File: src/rtl/btn_pkg.sv
// Shared definitions for the push-button conditioning slice.
//   rep_state_t      : state encoding of the per-channel press/repeat FSM
//   *_DEF constants  : default timing in 1 kHz clock cycles (1 cycle = 1 ms)
package btn_pkg;

  typedef enum logic [1:0] {
    IDLE   = 2'd0,
    HOLD   = 2'd1,
    REPEAT = 2'd2
  } rep_state_t;

  localparam int DEBOUNCE_CYC_DEF = 20;   // 20 ms stable before a level change is accepted
  localparam int HOLD_CYC_DEF     = 500;  // 500 ms hold before auto-repeat starts
  localparam int REPEAT_CYC_DEF   = 200;  // 200 ms between auto-repeat strobes
  localparam int CNT_W_DEF        = 10;   // wide enough for the largest terminal count

endpackage

File: src/rtl/btn_if.sv
// Button bundle between the raw push-buttons and the watch core.
//   mode_raw, up_raw     : raw active-high buttons (asynchronous, bouncy)
//   mode_pulse, up_pulse : one-cycle strobes per accepted press / repeat tick
//   mode_level, up_level : debounced button levels
//   rep_active           : up channel is auto-repeating
// master = side that drives the buttons, slave = the conditioner.
interface btn_if;

  logic mode_raw;
  logic up_raw;
  logic mode_pulse;
  logic up_pulse;
  logic mode_level;
  logic up_level;
  logic rep_active;

  modport master (
    output mode_raw, up_raw,
    input  mode_pulse, up_pulse, mode_level, up_level, rep_active
  );

  modport slave (
    input  mode_raw, up_raw,
    output mode_pulse, up_pulse, mode_level, up_level, rep_active
  );

endinterface

File: src/rtl/btn_channel.sv
// One button channel: 2-flop synchroniser, debounce counter, registered
// press strobe and (when REPEAT_EN) hold-to-repeat FSM.
//   clk        : 1 kHz system clock
//   rst        : asynchronous active-high reset
//   raw        : raw button input
//   level      : debounced level
//   pulse      : one-cycle strobe on accepted press or repeat tick
//   rep_active : FSM is in REPEAT
module btn_channel
  import btn_pkg::*;
#(
  parameter int DEBOUNCE_CYC = DEBOUNCE_CYC_DEF,
  parameter int HOLD_CYC     = HOLD_CYC_DEF,
  parameter int REPEAT_CYC   = REPEAT_CYC_DEF,
  parameter int CNT_W        = CNT_W_DEF,
  parameter bit REPEAT_EN    = 1'b1
) (
  input  logic clk,
  input  logic rst,
  input  logic raw,
  output logic level,
  output logic pulse,
  output logic rep_active
);

  logic             sync1, sync2;
  logic [CNT_W-1:0] cnt;
  logic [CNT_W-1:0] rcnt, rcnt_next;
  rep_state_t       state, state_next;
  logic             pulse_next;
  logic             accept, rise, fall;

  // A level change is accepted on the DEBOUNCE_CYC-th consecutive differing sample.
  assign accept = (sync2 != level) && (cnt == CNT_W'(DEBOUNCE_CYC - 1));
  assign rise   = accept && sync2;
  assign fall   = accept && !sync2;

  // NOTE: sequential state uses non-blocking assignments so every flop samples
  // pre-edge values regardless of statement order.
  always_ff @(posedge clk or posedge rst) begin
    if (rst) begin
      sync1 <= 1'b0;
      sync2 <= 1'b0;
      cnt   <= '0;
      level <= 1'b0;
    end else begin
      sync1 <= raw;
      sync2 <= sync1;
      if (sync2 == level) begin
        cnt <= '0;
      end else if (cnt == CNT_W'(DEBOUNCE_CYC - 1)) begin
        level <= sync2;
        cnt   <= '0;
      end else begin
        cnt <= cnt + CNT_W'(1);
      end
    end
  end

  // NOTE: every output of this block gets a default first, so no path can
  // leave a value unassigned and infer a latch.
  always_comb begin
    state_next = state;
    rcnt_next  = rcnt;
    pulse_next = 1'b0;
    if (fall) begin
      // Release wins over a same-cycle hold/repeat expiry.
      state_next = IDLE;
      rcnt_next  = '0;
    end else begin
      case (state)
        IDLE: begin
          if (rise) begin
            pulse_next = 1'b1;
            rcnt_next  = '0;
            if (REPEAT_EN) state_next = HOLD;
          end
        end
        HOLD: begin
          if (rcnt == CNT_W'(HOLD_CYC - 1)) begin
            pulse_next = 1'b1;
            rcnt_next  = '0;
            state_next = REPEAT;
          end else begin
            rcnt_next = rcnt + CNT_W'(1);
          end
        end
        REPEAT: begin
          if (rcnt == CNT_W'(REPEAT_CYC - 1)) begin
            pulse_next = 1'b1;
            rcnt_next  = '0;
          end else begin
            rcnt_next = rcnt + CNT_W'(1);
          end
        end
        default: begin
          state_next = IDLE;
          rcnt_next  = '0;
        end
      endcase
    end
  end

  always_ff @(posedge clk or posedge rst) begin
    if (rst) begin
      state      <= IDLE;
      rcnt       <= '0;
      pulse      <= 1'b0;
      rep_active <= 1'b0;
    end else begin
      state      <= state_next;
      rcnt       <= rcnt_next;
      pulse      <= pulse_next;
      rep_active <= (state_next == REPEAT);
    end
  end

endmodule

File: src/rtl/btn_conditioner.sv
// Conditions the mode and up push-buttons for the watch core: synchronise,
// debounce, one strobe per press, and hold-to-repeat on the up button.
//   clk_1k : 1 kHz system clock
//   rst    : asynchronous active-high reset
//   bus    : btn_if slave (raw buttons in; strobes, levels, rep_active out)
module btn_conditioner
  import btn_pkg::*;
#(
  parameter int DEBOUNCE_CYC = DEBOUNCE_CYC_DEF,
  parameter int HOLD_CYC     = HOLD_CYC_DEF,
  parameter int REPEAT_CYC   = REPEAT_CYC_DEF,
  parameter int CNT_W        = CNT_W_DEF
) (
  input  logic clk_1k,
  input  logic rst,
  btn_if.slave bus
);

  logic mode_pulse_ch;
  logic up_pulse_ch;
  logic mode_rep_unused;
  logic up_rep;

  btn_channel #(
    .DEBOUNCE_CYC (DEBOUNCE_CYC),
    .HOLD_CYC     (HOLD_CYC),
    .REPEAT_CYC   (REPEAT_CYC),
    .CNT_W        (CNT_W),
    .REPEAT_EN    (1'b0)
  ) u_mode (
    .clk        (clk_1k),
    .rst        (rst),
    .raw        (bus.mode_raw),
    .level      (bus.mode_level),
    .pulse      (mode_pulse_ch),
    .rep_active (mode_rep_unused)
  );

  btn_channel #(
    .DEBOUNCE_CYC (DEBOUNCE_CYC),
    .HOLD_CYC     (HOLD_CYC),
    .REPEAT_CYC   (REPEAT_CYC),
    .CNT_W        (CNT_W),
    .REPEAT_EN    (1'b1)
  ) u_up (
    .clk        (clk_1k),
    .rst        (rst),
    .raw        (bus.up_raw),
    .level      (bus.up_level),
    .pulse      (up_pulse_ch),
    .rep_active (up_rep)
  );

  // The core acts on one strobe per cycle; mode wins a collision. Both
  // strobes come straight from flops, so the mask adds no register stage.
  assign bus.mode_pulse = mode_pulse_ch;
  assign bus.up_pulse   = up_pulse_ch & ~mode_pulse_ch;
  assign bus.rep_active = up_rep;

endmodule

File: src/flat_wrapper.sv
// flat-port wrapper written by rule: the top's interface ports become plain ports
module btn_conditioner_flat import btn_pkg::*;
#(
  parameter int DEBOUNCE_CYC = DEBOUNCE_CYC_DEF,
  parameter int HOLD_CYC     = HOLD_CYC_DEF,
  parameter int REPEAT_CYC   = REPEAT_CYC_DEF,
  parameter int CNT_W        = CNT_W_DEF
)
  (clk_1k, rst, bus_mode_raw, bus_up_raw, bus_mode_pulse, bus_up_pulse, bus_mode_level, bus_up_level, bus_rep_active);
  btn_if bus_i ();
  input  logic clk_1k;
  input  logic rst;
  input wire logic [$bits(bus_i.mode_raw)-1:0] bus_mode_raw;
  input wire logic [$bits(bus_i.up_raw)-1:0] bus_up_raw;
  output wire logic [$bits(bus_i.mode_pulse)-1:0] bus_mode_pulse;
  output wire logic [$bits(bus_i.up_pulse)-1:0] bus_up_pulse;
  output wire logic [$bits(bus_i.mode_level)-1:0] bus_mode_level;
  output wire logic [$bits(bus_i.up_level)-1:0] bus_up_level;
  output wire logic [$bits(bus_i.rep_active)-1:0] bus_rep_active;
  assign bus_i.mode_raw = bus_mode_raw;
  assign bus_i.up_raw = bus_up_raw;
  assign bus_mode_pulse = bus_i.mode_pulse;
  assign bus_up_pulse = bus_i.up_pulse;
  assign bus_mode_level = bus_i.mode_level;
  assign bus_up_level = bus_i.up_level;
  assign bus_rep_active = bus_i.rep_active;
  btn_conditioner #(.DEBOUNCE_CYC(DEBOUNCE_CYC), .HOLD_CYC(HOLD_CYC), .REPEAT_CYC(REPEAT_CYC), .CNT_W(CNT_W)) u_core (.clk_1k(clk_1k), .rst(rst), .bus(bus_i));
endmodule
File: config.mk
export PLATFORM = sky130hd
export DESIGN_NAME = btn_conditioner_flat
export DESIGN_NICKNAME = d
export VERILOG_FILES = /design/src/rtl/btn_pkg.sv /design/src/rtl/btn_if.sv /design/src/rtl/btn_channel.sv /design/src/rtl/btn_conditioner.sv /design/src/flat_wrapper.sv
export SDC_FILE = /design/constraint.sdc
export NUM_CORES = 1
export LEC_CHECK = 0
export BUFFER_PORTS_ARGS = -buffer_cell sky130_fd_sc_hd__buf_4
export CAP_MARGIN = 25
export CORE_UTILIZATION = 45
export CTS_CLUSTER_DIAMETER = 50
export DETAILED_ROUTE_END_ITERATION = 10
export PLACE_DENSITY = 0.59
export SYNTH_ARGS = -nofsm -noshare
export SYNTH_HDL_FRONTEND = slang
export SYNTH_SLANG_ARGS = --single-unit
File: constraint.sdc
create_clock -name clk_1k -period 3 [get_ports clk_1k]
set_clock_uncertainty 0.2 [all_clocks]
set_input_delay 0.3 -clock clk_1k [delete_from_list [all_inputs] [get_ports clk_1k]]
set_output_delay 0.3 -clock clk_1k [all_outputs]
set_load 0.03 [all_outputs]
-- Word level (Yosys, flattened, before mapping)
Cells that the tools add are included.
- memories: 0
- RAM bits: 0
- bits in registers: 53
- logic and storage cells: 87
- output and inout bits: 5
- input bits: 4
- ROM bits: 0
- bits in latches: 0
- equal/unequal tests: 19
- bitwise gates (word level): 4
- order comparisons: 0
- muxes and demuxes: 31
- $add $sub $neg: 4
- shift operators: 0
- multipliers: 0
- reduce and logical (&&, ||, !) cells: 14
- div/mod/pow operators: 0
- operators by type and width (kind ; number):
    two-way mux 10 bit ; 12
    case mux 10 bit (3 select lines) ; 2
    adder 10 x 1 -> 10 bit, second input constant ; 4
    == test 10 x 5 -> 1 bit, second input constant ; 2
    == test 10 x 8 -> 1 bit, second input constant ; 2
    == test 10 x 9 -> 1 bit, second input constant ; 2
    two-way mux 2 bit ; 5
    != test 3 bit, second input constant ; 3
    two-way mux 1 bit ; 8
    == test 2 bit, second input constant ; 3
    logical AND 1 bit ; 6
    case mux 1 bit (3 select lines) ; 2
    case mux 2 bit (3 select lines) ; 1
    AND reduction 2 bit ; 3
    == test 2 x 1 -> 1 bit, second input constant ; 2
    logical NOT 2 bit ; 2
    case mux 2 bit (2 select lines) ; 1
    NOT 1 bit ; 3
    == test 1 bit ; 2
    logical NOT 1 bit ; 2
    != test 1 bit ; 2
    != test 2 x 1 -> 1 bit, second input constant ; 1
    OR reduction 2 bit ; 1
    bitwise AND 1 bit ; 1

-- Depth between registers and ports, before layout
- depth after elaboration: 7
- mapped depth: 7

-- Hierarchy
From an unflattened synthesis, not the netlist that was laid out.
- cells, all modules: 294
- area, all modules: 2889.0 um^2
- by module, submodules not included (module ; seq. area each (um^2) ; cells each ; area each (um^2) ; instances):
    btn_channel (u_core.u_up) ; 675.6 ; 150 ; 1476.4 ; 1
    btn_channel (u_core.u_mode) ; 675.6 ; 143 ; 1398.8 ; 1
    btn_conditioner ; 0.0 ; 1 ; 13.8 ; 1

-- Worst setup path after synthesis
Ideal clock, no wire load.
- path type: reg-to-reg
- from: register u_core.u_up.rcnt[0]
- to: register u_core.u_up.rcnt[3]
- period minus slack after synthesis: 2.248 ns
- required time: 2.673 ns
- cell stages (with the launch flop): 8
- slack: 0.752 ns
- arrival time: 1.921 ns
- cell sequence: dfrtp_1 -> ha_1 -> or3b_4 -> o41a_1 -> o221a_1 -> buf_6 -> a21oi_1 -> o22ai_1
- longest elaborated chain between the ends: 4
- elaborated cells on any way between the ends: 7
- those cells by class: add/sub (1); eq/ne (2); mux (4)
- ends and longest elaborated chain (element ; RTL line ; text):
    start: declaration ; btn_channel.sv:28 ; logic [CNT_W-1:0] rcnt, rcnt_next;
    start signal: assignment ; btn_channel.sv:112 ; rcnt <= rcnt_next;
    adder 10 x 1 -> 10 bit (tied with other cells) ; btn_channel.sv:85, btn_channel.sv:93 ;
    two-way mux 10 bit, on equally long branches ; btn_channel.sv:89, btn_channel.sv:80 ;
    case mux 10 bit (3 select lines) (*) ; btn_channel.sv:71 ; case (state)
    two-way mux 10 bit (*) ; btn_channel.sv:66 ; if (fall) begin
Every way passes the cells marked *; elsewhere a longest branch is shown, timed or not.
A chain may end at the register's enable or synchronous reset.

-- Final worst setup path
- from: register u_core.u_up.rcnt[0]
- to: register u_core.u_up.rcnt[1]
Same word-level chain as after synthesis.

==> summary.txt <==
Timing
  – WHS: -5.48 ps
  – Setup_tns: 0 ps
  – Fin crit share: 83.6%
  – Final Hold Vio Count: 4
  – Top achievable clock speed: 0.399 GHz
  – Slew HR: 40.6%
  – Worst-margin pin slew: 891 ps
  – Max-slew violations: 0
  – Minimum clock period: 2510 ps
  – RSZ-0062 raised after global routing: no
  – Final setup viols: 0

Global routing
  – Met1 usage: 23.5%
  – Global-route wire length before repair: 6890 µm
  – Grt total ovfl: 0
  – Met3 Use GR: 4.36%
  – GRT met2 Usage: 27.9%
  – Largest net degree at the start of global routing: 25
  – Antenna violations before repair: 0
  – Global route hottest layer: met2
  – Vias in the first global route: 1520
  – GRT Util Overall: 18.0%

Clocking
  – Num CTS Buffers: 5
  – H-tree lvl count: 2
  – Sink Count: 41
  – Clock-pin slew on the worst setup and hold paths: 80 ps
  – Hold Buf Count CTS: 2
  – Longest Clk Path Bufs: 2
  – Clock Tree Root: clkbuf_8
  – Worst-Skew Late Latency: 290 ps
  – Post-CTS Setup Repair Bufs: 0
  – CTS tree: built
  – Post_cts resized: 0

Synth
  – Post-synth EDFFs: 0
  – Synth top area cells: dfrtp_1 (50%), xor2_1 (6.8%), nand3_1 (5.1%)
  – Cells after Synth: 204
  – FFs w/ async S/R, synth: 100%
  – Yosys top cell by area: dfrtp_1
  – Mapped Nets: 215
  – Post-synth top cells: dfrtp_1 (41), nor2_1 (24), nand3_1 (21)
  – Synth cell types: 39
  – Avg Cell Area, Syn: 10.1 µm²
  – Cell with the most instances after synthesis: dfrtp_1
  – Seq/Total Area, Yosys: 49.6%
  – Post-synth top area share: 49.6%
  – FF+latch count, synth: 41
  – Area of the mapped netlist: 2070 µm²
  – YS warnings: 0
  – Synth Flop Type: dfrtp_1

Power
  – Worst vdd ir: 0.194 mV
  – Internal power: 0.000758 W
  – Pwr dens: 425 nW/µm²
  – P_leak: 1.04 nW
  – Power, Total: 0.000975 W
  – Switch share: 22.2%
  – Power share of the combinational group: 3.8%
  – Power share of the clock group: 37.4%
  – P_sw: 0.000216 W
  – Flop pwr share: 58.8%

Floorplan
  – IO Pins: 9
  – Die area: 4870 µm²
  – Die height: 69.8 µm
  – Core area: 4380 µm²
  – Row Count: 24
  – Die outline width: 69.8 µm
  – Initial core utilization: 47.2%

Drt
  – DRC Markers: 0
  – DRT Wirelength: 3780 µm
  – Antenna Nets Post-Route: 0
  – 1st-pass router iterations: 4
  – Via count: 1518
  – Post-DR wirelength/cell: 13.9 µm
  – Vias per cell: 5.58
  – DRT iter0 DRCs: 109

Setup path
  – Critical path launch point type: flop
  – Req. time, crit path: 2970 ps
  – Crit-path max FO: 11
  – Critical path type: reg -> reg
  – CP arrival: 2480 ps
  – Reg2Reg Setup Slack: 490 ps
  – Critical Path Sink Type: flop

Placed design
  – DP HPWL: 2670 µm
  – Placement-stage cell area: 2190 µm²
  – Port buffer count: 8
  – Routability cong.: 0.804

Run status
  – Status: complete, but fails checks
  – Failing checks: negative hold slack

Final layout
  – Area grow syn2layout: 10.9%
  – Filler Cell Count: 401
  – Reg area: 1030 µm²
  – Final Net Count: 231
  – Final Instance Area: 2290 µm²
  – Layout cells sized above 1: 11.8%
  – Area occupied by multi-input gates: 970 µm²
  – Diodes inserted: 0

Worst hold path
  – Worst Hold Class: in -> async

Run
  – Max-Cap Viols: 0
final timing paths:
path	start	end	cells past startpoint
worst min-delay path	rst	u_core.u_mode.sync1$_DFF_PP0_	2
worst min register to register	u_core.u_up.sync1$_DFF_PP0_	u_core.u_up.sync2$_DFF_PP0_	0
min in group clk_1k	u_core.u_up.sync1$_DFF_PP0_	u_core.u_up.sync2$_DFF_PP0_	0
worst max register to register	u_core.u_up.rcnt[0]$_DFFE_PP0P_	u_core.u_up.rcnt[1]$_DFFE_PP0P_	6
worst max-delay path	u_core.u_up.rcnt[0]$_DFFE_PP0P_	u_core.u_up.rcnt[1]$_DFFE_PP0P_	6
max in group asynchronous	rst	u_core.u_up.rcnt[9]$_DFFE_PP0P_	3
layer usage:
layer,part of all wire (%),vias to the layer above,wire length [µm]
met1,47,733,1760
met2,48,27,1810
met3,3.5,8,131
met4,2.2,0,82
met5,0,-,0
li1,-,750,-
sequential cells by signal (all words and copies together), names as in the netlist:
signal and cells:
u_core.u_mode.cnt 10, u_core.u_up.cnt 10, u_core.u_up.rcnt 10, u_core.u_up.state 2, u_core.u_mode.level 1, u_core.u_mode.pulse 1
u_core.u_mode.sync1 1, u_core.u_mode.sync2 1, u_core.u_up.level 1, u_core.u_up.pulse 1, u_core.u_up.rep_active 1, u_core.u_up.sync1 1
u_core.u_up.sync2 1
power groups by stage:
stage | clock [W] | combinational (W) | sequential [W]
global route | 0.000403 | 0.0000438 | 0.000575
detailed placement | 0 | 0.0000359 | 0.000584
global placement | 0 | 0.0000351 | 0.000583
floorplan | 0 | 0.0000264 | 0.000580
finish | 0.000365 | 0.0000373 | 0.000573
CTS | 0.000378 | 0.0000386 | 0.000573
per-stage QoR:
step | cells | hold slack [ps] | worst slack, ps | util (%)
finish | 272 | -5.48 | 491 | 52.3
global route | 272 | 94.8 | 301 | 52.3
detailed placement | 263 | 138 | 502 | 49.9
CTS | 272 | 30.9 | 488 | 52.3
floorplan | 204 | 131 | 752 | -
global placement | 263 | 135 | 577 | 49.9
placed cells by master (no fill, tap or decap), types with 3 or more instances in the layout:
master     n
xnor2_1    3
buf_4     10
nand4_1    3
nor3_1     4
and3_1     9
dfrtp_1   41
o21ai_0    5
nand2_1   10
a21oi_1    9
xor2_1    16
o22ai_1    4
nor2_1    24
nand3_1   21
inv_1     14
clkbuf_8   6
ha_1       7
area by class of cell:
| cell class | count | area share (%) |
|---|---|---|
| Tap cell | 52 | 2.84 |
| Inverter | 14 | 2.29 |
| Multi-Input combinational cell | 146 | 42.3 |
| Clock buffer | 7 | 3.76 |
| Sequential cell | 41 | 44.7 |
| Timing Repair Buffer | 12 | 4.14 |
cell families (layout without fill, tap and decap cells):
kind of cell	after synthesis	after routing	synth area share, %
muxes	4	4	2.06
xor gates and xnor gates	19	19	8.04
AOI/OAI and AO/OA	29	29	9.92
adders and majority gates	7	7	4.23
buffers and inverters	17	33	3.57
and+or+nand+nor	87	87	22.6
DFF	41	41	49.6
worst max-delay path, cell delays in order, from the launching register on:
cell     delay (ps)
dfrtp_1         400
ha_1            240
or3b_4          420
o41a_1          400
o221a_1         370
nand2_1         240
o21ai_0         120
No activity file was read; power rests on OpenSTA's default activity.
